**src/rtl/conv_window_sequencer.sv**
```systemverilog
// conv_window_sequencer: walks every KxK window of a row-major image held in
// the input SRAM, issues one read per tap and streams the returned pixels to
// the MAC array with valid/ready and window first/last markers.
// Optional feature macro: CONV_SEQ_ZERO_PAD_EN (zero padding of K/2 per side).
module conv_window_sequencer #(
  parameter int DATA_WIDTH = 9,
  parameter int ADDR_WIDTH = 10,
  parameter int IMG_W      = 32,
  parameter int IMG_H      = 32,
  parameter int K          = 3,
  parameter int STRIDE     = 1
) (
  input  logic                  clk,
  input  logic                  reset,
  input  logic                  start,
  output logic                  busy,
  output logic                  done,
  output logic                  mem_read_req,
  output logic [ADDR_WIDTH-1:0] mem_read_addr,
  input  logic [DATA_WIDTH-1:0] mem_read_data,
  output logic                  pix_valid,
  input  logic                  pix_ready,
  output logic [DATA_WIDTH-1:0] pix_data,
  output logic                  pix_first,
  output logic                  pix_last
);

`ifdef CONV_SEQ_ZERO_PAD_EN
  localparam int PAD = K / 2;
`else
  localparam int PAD = 0;
`endif
  localparam int OUT_W  = (IMG_W + 2 * PAD - K) / STRIDE + 1;
  localparam int OUT_H  = (IMG_H + 2 * PAD - K) / STRIDE + 1;
  localparam int DIM_MX = (IMG_W > IMG_H) ? IMG_W : IMG_H;
  localparam int CW     = $clog2(DIM_MX + 1);

  typedef enum logic [1:0] {S_IDLE, S_RUN, S_DRAIN, S_DONE} state_t;

  state_t         state_q, state_d;
  logic [CW-1:0]  kx_q, kx_d, ky_q, ky_d, ox_q, ox_d, oy_q, oy_d;
  logic           vld_q, vld_d, first_q, first_d, last_q, last_d;
  logic           issue, kx_end, ky_end, ox_end, oy_end;
  logic signed [31:0] tx, ty;

  // Current tap position in image coordinates (may be negative when padding).
  assign tx = int'(ox_q) * STRIDE + int'(kx_q) - PAD;
  assign ty = int'(oy_q) * STRIDE + int'(ky_q) - PAD;

  assign kx_end = (kx_q == CW'(K - 1));
  assign ky_end = (ky_q == CW'(K - 1));
  assign ox_end = (ox_q == CW'(OUT_W - 1));
  assign oy_end = (oy_q == CW'(OUT_H - 1));

  // A tap issues only when the output slot is free or being drained this cycle.
  assign issue = (state_q == S_RUN) && (!vld_q || pix_ready);

`ifdef CONV_SEQ_ZERO_PAD_EN
  logic pad_q, pad_d, in_img;

  assign in_img        = (tx >= 0) && (tx < IMG_W) && (ty >= 0) && (ty < IMG_H);
  assign mem_read_req  = issue && in_img;
  assign mem_read_addr = in_img ? ADDR_WIDTH'(ty * IMG_W + tx) : '0;
  assign pix_data      = pad_q ? '0 : mem_read_data;
  assign pad_d         = issue ? !in_img : pad_q;

  // Pad flag travels with the beat so a stalled padded tap keeps reading as 0.
  always_ff @(posedge clk or posedge reset) begin
    if (reset) pad_q <= 1'b0;
    else       pad_q <= pad_d;
  end
`else
  assign mem_read_req  = issue;
  assign mem_read_addr = ADDR_WIDTH'(ty * IMG_W + tx);
  assign pix_data      = mem_read_data;
`endif

  assign busy      = (state_q == S_RUN) || (state_q == S_DRAIN);
  assign done      = (state_q == S_DONE);
  assign pix_valid = vld_q;
  assign pix_first = first_q;
  assign pix_last  = last_q;

  // Next-state: FSM sequencing, tap counters and output beat qualifiers.
  always_comb begin
    state_d = state_q;
    kx_d    = kx_q;
    ky_d    = ky_q;
    ox_d    = ox_q;
    oy_d    = oy_q;
    vld_d   = issue || (vld_q && !pix_ready);
    first_d = first_q;
    last_d  = last_q;

    if (issue) begin
      first_d = (kx_q == '0) && (ky_q == '0);
      last_d  = kx_end && ky_end;
    end else if (!vld_d) begin
      first_d = 1'b0;
      last_d  = 1'b0;
    end

    case (state_q)
      S_IDLE:  if (start) state_d = S_RUN;
      S_RUN: begin
        if (issue) begin
          if (kx_end) begin
            kx_d = '0;
            if (ky_end) begin
              ky_d = '0;
              if (ox_end) begin
                ox_d = '0;
                if (oy_end) begin
                  oy_d    = '0;
                  state_d = S_DRAIN;
                end else begin
                  oy_d = oy_q + CW'(1);
                end
              end else begin
                ox_d = ox_q + CW'(1);
              end
            end else begin
              ky_d = ky_q + CW'(1);
            end
          end else begin
            kx_d = kx_q + CW'(1);
          end
        end
      end
      S_DRAIN: if (vld_q && pix_ready) state_d = S_DONE;
      S_DONE:  state_d = S_IDLE;
      default: state_d = S_IDLE;
    endcase
  end

  // State, counter and beat registers; reset aborts any frame in flight.
  always_ff @(posedge clk or posedge reset) begin
    if (reset) begin
      state_q <= S_IDLE;
      kx_q    <= '0;
      ky_q    <= '0;
      ox_q    <= '0;
      oy_q    <= '0;
      vld_q   <= 1'b0;
      first_q <= 1'b0;
      last_q  <= 1'b0;
    end else begin
      state_q <= state_d;
      kx_q    <= kx_d;
      ky_q    <= ky_d;
      ox_q    <= ox_d;
      oy_q    <= oy_d;
      vld_q   <= vld_d;
      first_q <= first_d;
      last_q  <= last_d;
    end
  end

endmodule
```
**config.mk**
```make
export PLATFORM = sky130hd
export DESIGN_NAME = conv_window_sequencer
export DESIGN_NICKNAME = d
export VERILOG_FILES = /design/src/rtl/conv_window_sequencer.sv
export SDC_FILE = /design/constraint.sdc
export NUM_CORES = 1
export LEC_CHECK = 0
export ABC_CLOCK_PERIOD_IN_PS = 3100
export CORE_ASPECT_RATIO = 0.5
export CORE_MARGIN = 5
export CORE_UTILIZATION = 40
export DETAILED_ROUTE_END_ITERATION = 7
export PLACE_DENSITY = 0.62
export RECOVER_POWER = 25
export SLEW_MARGIN = 5
export SYNTH_ARGS = -nofsm -noshare
export SYNTH_HDL_FRONTEND = slang
export SYNTH_SLANG_ARGS = --single-unit
```
**constraint.sdc**
```tcl
create_clock -name clk -period 3.1 [get_ports clk]
set_input_delay 0.62 -clock clk [delete_from_list [all_inputs] [get_ports clk]]
set_output_delay 0.62 -clock clk [all_outputs]
set_load 0.01 [all_outputs]
```
==> results of run 1 <==
-- cell usage after synthesis (5+ instances only) --
cell	instances	area [um2]
o31ai_1	5	37.5
xor2_1	5	43.8
nor3_1	6	30.0
nand3_1	9	45.0
a21o_1	5	37.5
buf_4	9	67.6
nand4_1	7	43.8
xnor2_1	13	114
o21ai_0	16	80.1
dfrtp_1	29	726
inv_1	21	78.8
a21oi_1	8	40.0
nand2_1	20	75.1
nor2_1	12	45.0
ha_1	29	363
-- sequential cells by signal, summed over array words and instances, names as in the netlist --
name,cells
kx_q,6
pix_first,1
pix_last,1
pix_valid,1
state_q,2
ky_q,6
ox_q,6
oy_q,6
-- cell families (layout without fill, tap and decap cells) --
logic type / Yosys count / after routing / share of synthesized area
AOI/OAI and AO/OA: 47 / 47 / 0.135
xor gates and xnor gates: 18 / 18 / 0.0736
adders and majority gates: 32 / 32 / 0.198
buffers and inverters: 32 / 70 / 0.0725
DFF: 29 / 29 / 0.339
muxes: 2 / 2 / 0.0105
and+or+nand+nor: 70 / 70 / 0.172
-- layout make-up --
| type | count | area, um2 |
|---|---|---|
| inverter | 22 | 82.6 |
| multi-input combinational | 169 | 1280 |
| timing repair buffer | 40 | 330 |
| clock inverter | 2 | 10.0 |
| tap | 70 | 87.6 |
| clock buffer | 6 | 72.6 |
| fill | 477 | 2450 |
| sequential | 29 | 726 |
-- critical path: cells and delay by family (launching register included) --
family,cells,cell delay [ps]
adders and majority gates,3,1030
DFF,1,380
buffers and inverters,4,360
AOI/OAI and AO/OA,3,350
xor gates and xnor gates,1,120
-- routing by layer --
metal  track usage  routed length (um)  vias up
li1              -                   -      867
met1         0.190                2310      836
met2         0.222                2010       23
met3        0.0358                 140        6
met4        0.0462                  31        0
met5             0                   0        -
-- power by group through the flow --
stage / combinational [mW] / clock (mW) / sequential [mW]
final: 0.478 / 0.297 / 0.443
after global routing: 0.535 / 0.322 / 0.446
after CTS: 0.480 / 0.305 / 0.444
after detailed placement: 0.478 / 0 / 0.450
after global placement: 0.467 / 0 / 0.450
after floorplan: 0.256 / 0 / 0.465
-- metrics by stage --
| step | area [um2] | hold WS (ps) | setup TNS (ps) |
|---|---|---|---|
| after global routing | 2590 | 507 | -683 |
| after CTS | 2590 | 485 | -255 |
| after global placement | 2500 | 467 | -526 |
| after detailed placement | 2500 | 471 | -693 |
| after floorplan | 2140 | 452 | 0 |
| final | 2590 | 484 | -78.3 |
-- what timing repair did --
action,CTS,global route
setup buffers,1,0
setup endpoints to repair,6,6
cloned,0,0
resized for setup,19,5
pin swaps,2,1
hold buffers,0,0
-- worst paths after layout --
kind                           from               end  cells past startpoint
hold reg to reg            pix_last          pix_last                      2
max in group asynchronous     reset           kx_q[0]                      3
setup / recovery            oy_q[0]  mem_read_addr[7]                     11
hold / removal             pix_last          pix_last                      2
setup reg to reg            ky_q[3]           oy_q[5]                      5
min in group asynchronous     reset           ox_q[5]                      3
==> results.md, run 1 <==
* Clk_lat worst skew at 280 ps
* Drt pass-1 iters at 4
* # diodes at 0
* Synth Area per Inst at 9.31 um2
* Power per cell area at 470 mW/mm2
* Final Instance Count excl. Fillers at 338
* Required @ worst endpoint at 2480 ps
* Top_reg_cell synth: dfrtp_1
* R2r setup slk at 740 ps
* Ys Warns at 0
* Die ar. at 0.00700 mm2
* Most frequent cells in the layout: 29 x dfrtp_1, 28 x ha_1, 20 x inv_1, 20 x nand2_1, 20 x buf_4
* Slowest CP cell: fa_1
* Crit start category: flop
* Crit path largest cell delay at 490 ps
* Htree depth at 2
* Gr usage total at 0.140
* Failing checks: capacitance limit, slew limit, setup timing
* Overflow left after global routing at 0
* Fin util at 0.514
* Final setup margin at -42.4 ps
* Most common cell after layout, fill and taps aside: dfrtp_1
* Min Tclk post-route at between 3000 and 4000 ps
* Via-per-instance ratio at approximately 5.1
* Placed Instances at 329
* Number of max-cap violations at 1
* HPWL after DPL at 3.55 mm
* Crit end category: output port
* Initial drt markers at 69
* Total power at about 1.2 mW
* Combinational share of power at 0.393
* # DRC at 0
* Clock Sinks at 29
* Ports at 38
* VDD IR max at 0.192 mV
* Worst-margin pin slew at 1590 ps
* Crit Path Class: flop to output port
* Normalized max-slew margin at -0.0589
* Layout cells sized above 1 at 0.153
* Distinct cells, synth at 38
* Clock group share of total power at 0.244
* Cell Area, Synth at approximately 0.0021 mm2
* Synthesized instance count at 230
* Total wire length at 4.50 mm
* Flops & latches, synth at 29
* Initial Utilization at 0.424
* Sw frac at 0.342
* Sequential share of power at 0.364
* Switching pwr at 416 uW
* Final Max Tran Viols at 30
* Max Clk Rate at 318 MHz
* Status: complete, but fails checks
* First-pass GRT wire length at 7.71 mm
* # setup viols final at 2
* Share of synthesized registers carrying an async set or reset at 1.00
* P_leak at 1.27 nW
* RSZ-0062 raised after global routing: true
* Post-synth EDFFs at 0
* Root Driver: clkbuf_8
* Register area share after synthesis at 0.339
* DR vias at 1732
* GPL Wtd Cong at 0.805
* Initial antenna violation count at 0
* Worst-path cell chain: ha_1, inv_1, fa_1, inv_2, ha_4, o21a_1, o31ai_2, a21oi_2, buf_4, xor2_1, buf_2
* Clk pin slew, worst setup/hold paths at 60 ps
* CTS tree: done
* Row cnt at 18
* Layout area overhead at 21.2%
* Largest net degree at the start of global routing at 30
* Placement Setup Slack at -266 ps
* Share of the cycle needed by the critical path after routing at 1.01
* CTS Buf Count at 5
* I/O Buffers at 19
* CTS max path bufs at 2
* Die width at 113 um
* DR WL/cell at between 10 and 15 um
* Pint at 801 uW
* Hold Fails Final Rpt at 0
* Core Box Area at between 0.005 and 0.006 mm2
* Vias in the first global route at 1686
* Syn Nets at between 200 and 300
* Final net count at 312
* Height of the die at 61.7 um
* Worst Path Arrival at about 2500 ps
* Clk_skew at ~6 ps
* Routed Antenna Nets at 0
* HP Class: flop to flop
* CP Max Fanout at 4
(Power assumes the default switching activity.)
==> inputs of run 2 (changes only) <==
--- a/config.mk
+++ b/config.mk
@@ -8,10 +8,11 @@
 export ABC_CLOCK_PERIOD_IN_PS = 3100
 export CORE_ASPECT_RATIO = 0.5
 export CORE_MARGIN = 5
-export CORE_UTILIZATION = 40
+export CORE_UTILIZATION = 53
 export DETAILED_ROUTE_END_ITERATION = 7
-export PLACE_DENSITY = 0.62
+export PLACE_DENSITY = 0.79
 export RECOVER_POWER = 25
+export SETUP_SLACK_MARGIN = 0.5
 export SLEW_MARGIN = 5
 export SYNTH_ARGS = -nofsm -noshare
 export SYNTH_HDL_FRONTEND = slang
==> run 2 against run 1 <==
The run still ends with capacitance limit, slew limit, setup timing left. Hold slack lost 11 ps. Wire length grew 3.3%. Utilization increased by 16 points. Critical path type unchanged.
==> results.md, run 2 (synthesized netlist as in run 1, its figures left out) <==
* Crit start category: flop
* RSZ-0062 raised after global routing: true
* Worst-path cell chain: ha_1, inv_2, fa_1, inv_2, ha_4, o21a_1, o31ai_2, a21oi_2, nand3_2, xnor2_2, buf_2
* Min Tclk post-route at 3230 ps
* Layout cells sized above 1 at 0.217
* Crit path max-delay family: adder cells
* Switching pwr at between 400 and 500 uW
* Layout area overhead at 23.3%
* Initial drt markers at 92
* Number of max-cap violations at 1
* Most common cell after layout, fill and taps aside: dfrtp_1
* I/O Buffers at 19
* CP Max Fanout at 2
* Hold Fails Final Rpt at 0
* # setup viols final at 4
* Crit Path Class: flop to output port
* Overflow left after global routing at 0
* Initial antenna violation count at 0
* Largest net degree at the start of global routing at 30
* CTS Buf Count at 5
* Die width at roughly 100 um
* Final Max Tran Viols at 30
* Height of the die at between 50 and 60 um
* Failing checks: capacitance limit, slew limit, setup timing
* Clk_skew at 2.57 ps
* Crit path largest cell delay at about 510 ps
* Ports at 38
* Gr usage total at 0.179
* CTS Hold Bufs at 0
* Die ar. at 0.00549 mm2
* Normalized max-slew margin at -0.0487
* Worst Path Arrival at 2610 ps
* Sw frac at 0.353
* Via-per-instance ratio at 5.44
* Clk pin slew, worst setup/hold paths at 60 ps
* FILL cells at between 300 and 400
* Final setup margin at -129 ps
* Most frequent cells in the layout: 29 x dfrtp_1, 27 x ha_1, 21 x buf_4, 20 x nand2_1, 18 x inv_1
* Placed Instances at 313
* First-pass GRT wire length at 7.53 mm
* HP Class: flop to flop
* Required @ worst endpoint at roughly 2500 ps
* Power per cell area at 489 mW/mm2
* Setup_tns at -425 ps
* Crit path buffers/inverters at 3
* Placement Cell Area at 0.00250 mm2
* Htree depth at 2
* Drt pass-1 iters at 4
* Total wire length at 4.65 mm
* VDD IR max at between 0.3 and 0.4 mV
* Core Box Area at 0.00390 mm2
* HPWL after DPL at about 3.4 mm
* Clock Sinks at 29
* Root Driver: clkbuf_8
* Slowest CP cell: fa_1
* DR WL/cell at 14.2 um
* Share of the cycle needed by the critical path after routing at 1.04
* Area of the multi-input gates at 0.00133 mm2
* Max Clk Rate at 310 MHz
* # diodes at 0
* CTS max path bufs at 2
* Clk_lat worst skew at 280 ps
* Combinational share of power at 0.419
* Crit path top cell by count: inv_2
* Status: complete, but fails checks
* Clock group share of total power at 0.234
* GPL Wtd Cong at 0.867
* Pint at 835 uW
* Routed Antenna Nets at 0
* Final Instance Count excl. Fillers at 326
* Row cnt at 16
* P_leak at 1.30 nW
* Crit end category: output port
* Sequential share of power at 0.346
* Initial Utilization at 0.548
* Sequential cell area at 726 um2
* DR vias at 1773
* Worst-margin pin slew at between 1500 and 2000 ps
* Vias in the first global route at ~1700
* Fin area at 0.00264 mm2
* Final net count at 316
* CTS tree: done
* # DRC at 0
run 2: cell types whose count changed in the layout (fill, tap and decap cells not counted), sizes merged:
cell / before / now
clkdlybuf4s15: 1 / 0
clkdlybuf4s50: 11 / 9
dlymetal6s2s: 1 / 0
buf: 22 / 30
run 2: power groups by stage:
stage / combinational, mW / clock [mW] / sequential (mW)
2_1_floorplan: 0.268 / 0 / 0.465
3_3_place_gp: 0.470 / 0 / 0.453
3_5_place_dp: 0.486 / 0 / 0.454
4_1_cts: 0.475 / 0.305 / 0.448
5_1_grt: 0.600 / 0.326 / 0.454
6_report: 0.541 / 0.302 / 0.447
run 2: final timing paths:
path | start | endpoint | slack, ps | cells after the start
min in group asynchronous | reset | state_q[0] | 1310 | 3
hold reg to reg | pix_last | pix_last | 470 | 2
setup reg to reg | oy_q[1] | state_q[1] | 850 | 7
setup / recovery | oy_q[0] | mem_read_addr[9] | -130 | 11
hold / removal | pix_last | pix_last | 470 | 2
max in group asynchronous | reset | oy_q[4] | 870 | 3
run 2: metal layers:
layer | global-route usage | wire length [um] | up-vias
met5 | 0 | 0 | -
met4 | 0.0771 | 89 | 0
met3 | 0.0451 | 174 | 12
met2 | 0.308 | 2180 | 38
met1 | 0.222 | 2200 | 849
li1 | - | - | 874
run 2: layout make-up:
cell class	instances	area share
clock buffers	6	0.0275
flip-flops and latches	29	0.275
repair buffers	44	0.132
well taps	54	0.0256
inverters	22	0.0318
multi-input cells	169	0.505
clock inverters	2	0.00379
run 2: timing repair:
action | 4_1_cts | 5_1_grt
cloned | 0 | 0
setup buffers | 1 | 4
setup endpoints to repair | 9 | 8
pin swaps | 2 | 10
resized for setup | 33 | 16
run 2: through the flow:
stage                     hold WS [ps]  utilization  power [mW]  setup WS, ps
after global placement             462        0.639       0.923          -183
after detailed placement           463        0.639       0.941          -213
final                              473        0.676        1.29          -129
after CTS                          479        0.656        1.23          -116
after global routing               490        0.676        1.38          -261
after floorplan                    452            -       0.733           273
run 2: worst register-to-register path: cells and delay by family, from the launching register on:
kind | cells | cell delay [ps]
AO/OA/AOI/OAI | 1 | 130
adder cells (fa/ha/maj) | 1 | 160
buffers and inverters | 1 | 110
flip-flops | 1 | 450
multiplexers | 1 | 290
AND/OR/NAND/NOR | 3 | 1000
==> inputs of run 3 (changes only) <==
--- a/config.mk
+++ b/config.mk
@@ -6,13 +6,13 @@
 export NUM_CORES = 1
 export LEC_CHECK = 0
 export ABC_CLOCK_PERIOD_IN_PS = 3100
+export CAP_MARGIN = 25
 export CORE_ASPECT_RATIO = 0.5
 export CORE_MARGIN = 5
 export CORE_UTILIZATION = 53
 export DETAILED_ROUTE_END_ITERATION = 7
 export PLACE_DENSITY = 0.79
 export RECOVER_POWER = 25
-export SETUP_SLACK_MARGIN = 0.5
 export SLEW_MARGIN = 5
 export SYNTH_ARGS = -nofsm -noshare
 export SYNTH_HDL_FRONTEND = slang
==> run 3 against run 2 <==
The flow still finishes with violations (capacitance limit, slew limit, setup timing). First-iteration DRC count shrank 12%. Worst setup slack gained 95 ps. Non-clock buffer count shrank 4. Maximum frequency grew 3.0%. Clock-buffer cell count grew 1. Largest cell class unchanged. Largest power group unchanged.
==> results.md, run 3 (synthesized netlist as in run 1, its figures left out) <==
* Status: complete, but fails checks
* Failing checks: capacitance limit, slew limit, setup timing
* Worst Path Arrival at around 2500 ps
* Worst-margin pin slew at 1560 ps
* Layout cells sized above 1 at 0.164
* Initial drt markers at 81
* P_leak at 1.29 nW
* Placed Instances at 314
* Pint at 853 uW
* Height of the die at around 55 um
* Initial antenna violation count at 0
* Sequential cell area at 726 um2
* CTS Buf Count at 5
* DR vias at 1785
* # DRC at 0
* Overflow left after global routing at 0
* First-pass GRT wire length at 8.25 mm
* Ports at 38
* Clock group share of total power at 0.270
* Hold Startpoint: pix_last
* Gr usage total at 0.196
* Row cnt at 16
* R2r setup slk at 740 ps
* VDD IR max at 0.316 mV
* Crit end category: output port
* Clk pin slew, worst setup/hold paths at around 60 ps
* Post-CTS Setup Inserts at 0
* Total power at ~1.3 mW
* CP Max Fanout at 2
* Final setup margin at -34.4 ps
* Crit Path Class: flop to output port
* CTS max path bufs at 2
* Root Driver: clkbuf_8
* Fin area at 0.00259 mm2
* # setup viols final at 2
* Die ar. at 0.00549 mm2
* DR WL/cell at 14.6 um
* Worst R2R End: ox_q[5]
* Most frequent cells in the layout: 29 x dfrtp_1, 28 x ha_1, 20 x inv_1, 20 x nand2_1, 20 x buf_4
* Core Box Area at roughly 0.0039 mm2
* Initial Utilization at 0.548
* Total wire length at around 4.7 mm
* Die width at 99.9 um
* Via-per-instance ratio at 5.54
* Min Tclk post-route at 3130 ps
* Normalized max-slew margin at -0.0423
* Final net count at 312
* Placement Cell Area at 0.00248 mm2
* Drt pass-1 iters at 5
* Largest net degree at the start of global routing at 30
* I/O Buffers at 19
* CTS tree: done
* # diodes at 0
* Max Clk Rate at 319 MHz
* GPL Wtd Cong at between 0.8 and 0.9
* Most common cell after layout, fill and taps aside: dfrtp_1
* Combinational share of power at 0.380
* FILL cells at around 300
* Area of the multi-input gates at 0.00129 mm2
* Share of the cycle needed by the critical path after routing at 1.01
* Routed Antenna Nets at 0
* Vias in the first global route at roughly 1800
* HPWL after DPL at 3.52 mm
* Required @ worst endpoint at between 2000 and 2500 ps
* Hold Fails Final Rpt at 0
* Clk_skew at around 8.1 ps
* Number of max-cap violations at 1
* Worst r2r src: kx_q[3]
* Final Instance Count excl. Fillers at 322
* Sequential share of power at 0.350
* RSZ-0062 raised after global routing: true
* Final Max Tran Viols at 30
* Clk_lat worst skew at 290 ps
* Layout area overhead at 20.9%
* Worst r2r path cells at 6
* Crit start category: flop
* CTS Hold Bufs at 0
* Hold Path End: pix_last
* Htree depth at 2
* Power per cell area at 498 mW/mm2
* Clock Sinks at 29
* Hold path cells at 2
* Sw frac at 0.338
* Switching pwr at 436 uW
* HP Class: flop to flop
-- run 3: timing repair --
item	in CTS	in global routing
pin swaps	4	2
setup endpoints to repair	5	7
gates resized for setup	19	9
-- run 3: through the flow --
step	setup slack [ps]	setup TNS [ps]	hold WS [ps]	utilization
6_report	-34.4	-64.7	486	0.663
3_3_place_gp	-156	-453	464	0.636
3_5_place_dp	-227	-746	476	0.636
5_1_grt	-202	-472	529	0.663
4_1_cts	-94.9	-185	490	0.663
2_1_floorplan	213	0	452	-
-- run 3: power groups by stage --
| stage | logic [mW] | registers [mW] | clock network [mW] |
|---|---|---|---|
| after floorplan | 0.256 | 0.465 | 0 |
| after global placement | 0.459 | 0.453 | 0 |
| after detailed placement | 0.481 | 0.455 | 0 |
| after CTS | 0.494 | 0.450 | 0.355 |
| after global routing | 0.544 | 0.455 | 0.368 |
| final | 0.490 | 0.451 | 0.348 |
-- run 3: final cells by class --
| type | instances | share of cell area |
|---|---|---|
| clock buffer | 7 | 0.0372 |
| clock inverter | 1 | 0.00193 |
| inverter | 22 | 0.0319 |
| multi-input combinational | 169 | 0.497 |
| sequential | 29 | 0.280 |
| tap | 54 | 0.0261 |
| timing repair buffer | 40 | 0.125 |
-- run 3: worst max path at each step --
stage                  from                to  slack, ps
floorplan           oy_q[0]  mem_read_addr[9]        210
global placement    ky_q[0]  mem_read_addr[9]       -160
detailed placement  oy_q[0]  mem_read_addr[9]       -230
CTS                 oy_q[0]  mem_read_addr[9]        -90
global route        ky_q[0]  mem_read_addr[9]       -200
finish              oy_q[0]  mem_read_addr[9]        -30
-- run 3: layer usage --
layer  vias to the layer above  part of all wire  GRT usage  wire length [um]
met3                        16             0.054     0.0375               255
met1                       848              0.46      0.249              2150
met4                         0             0.024     0.0998               112
met2                        50              0.46      0.331              2190
li1                        871                 -          -                 -
met5                         -                 0          0                 0
-- run 3: worst max-delay path: stages, from the launching register on --
cell and delay, ps:
dfrtp_1 380, ha_1 270, inv_1 40, fa_1 490
inv_2 50, ha_4 260, o21a_1 140, o31ai_2 90
a21oi_2 150, nand3_1 100, xnor2_1 140, buf_2 140
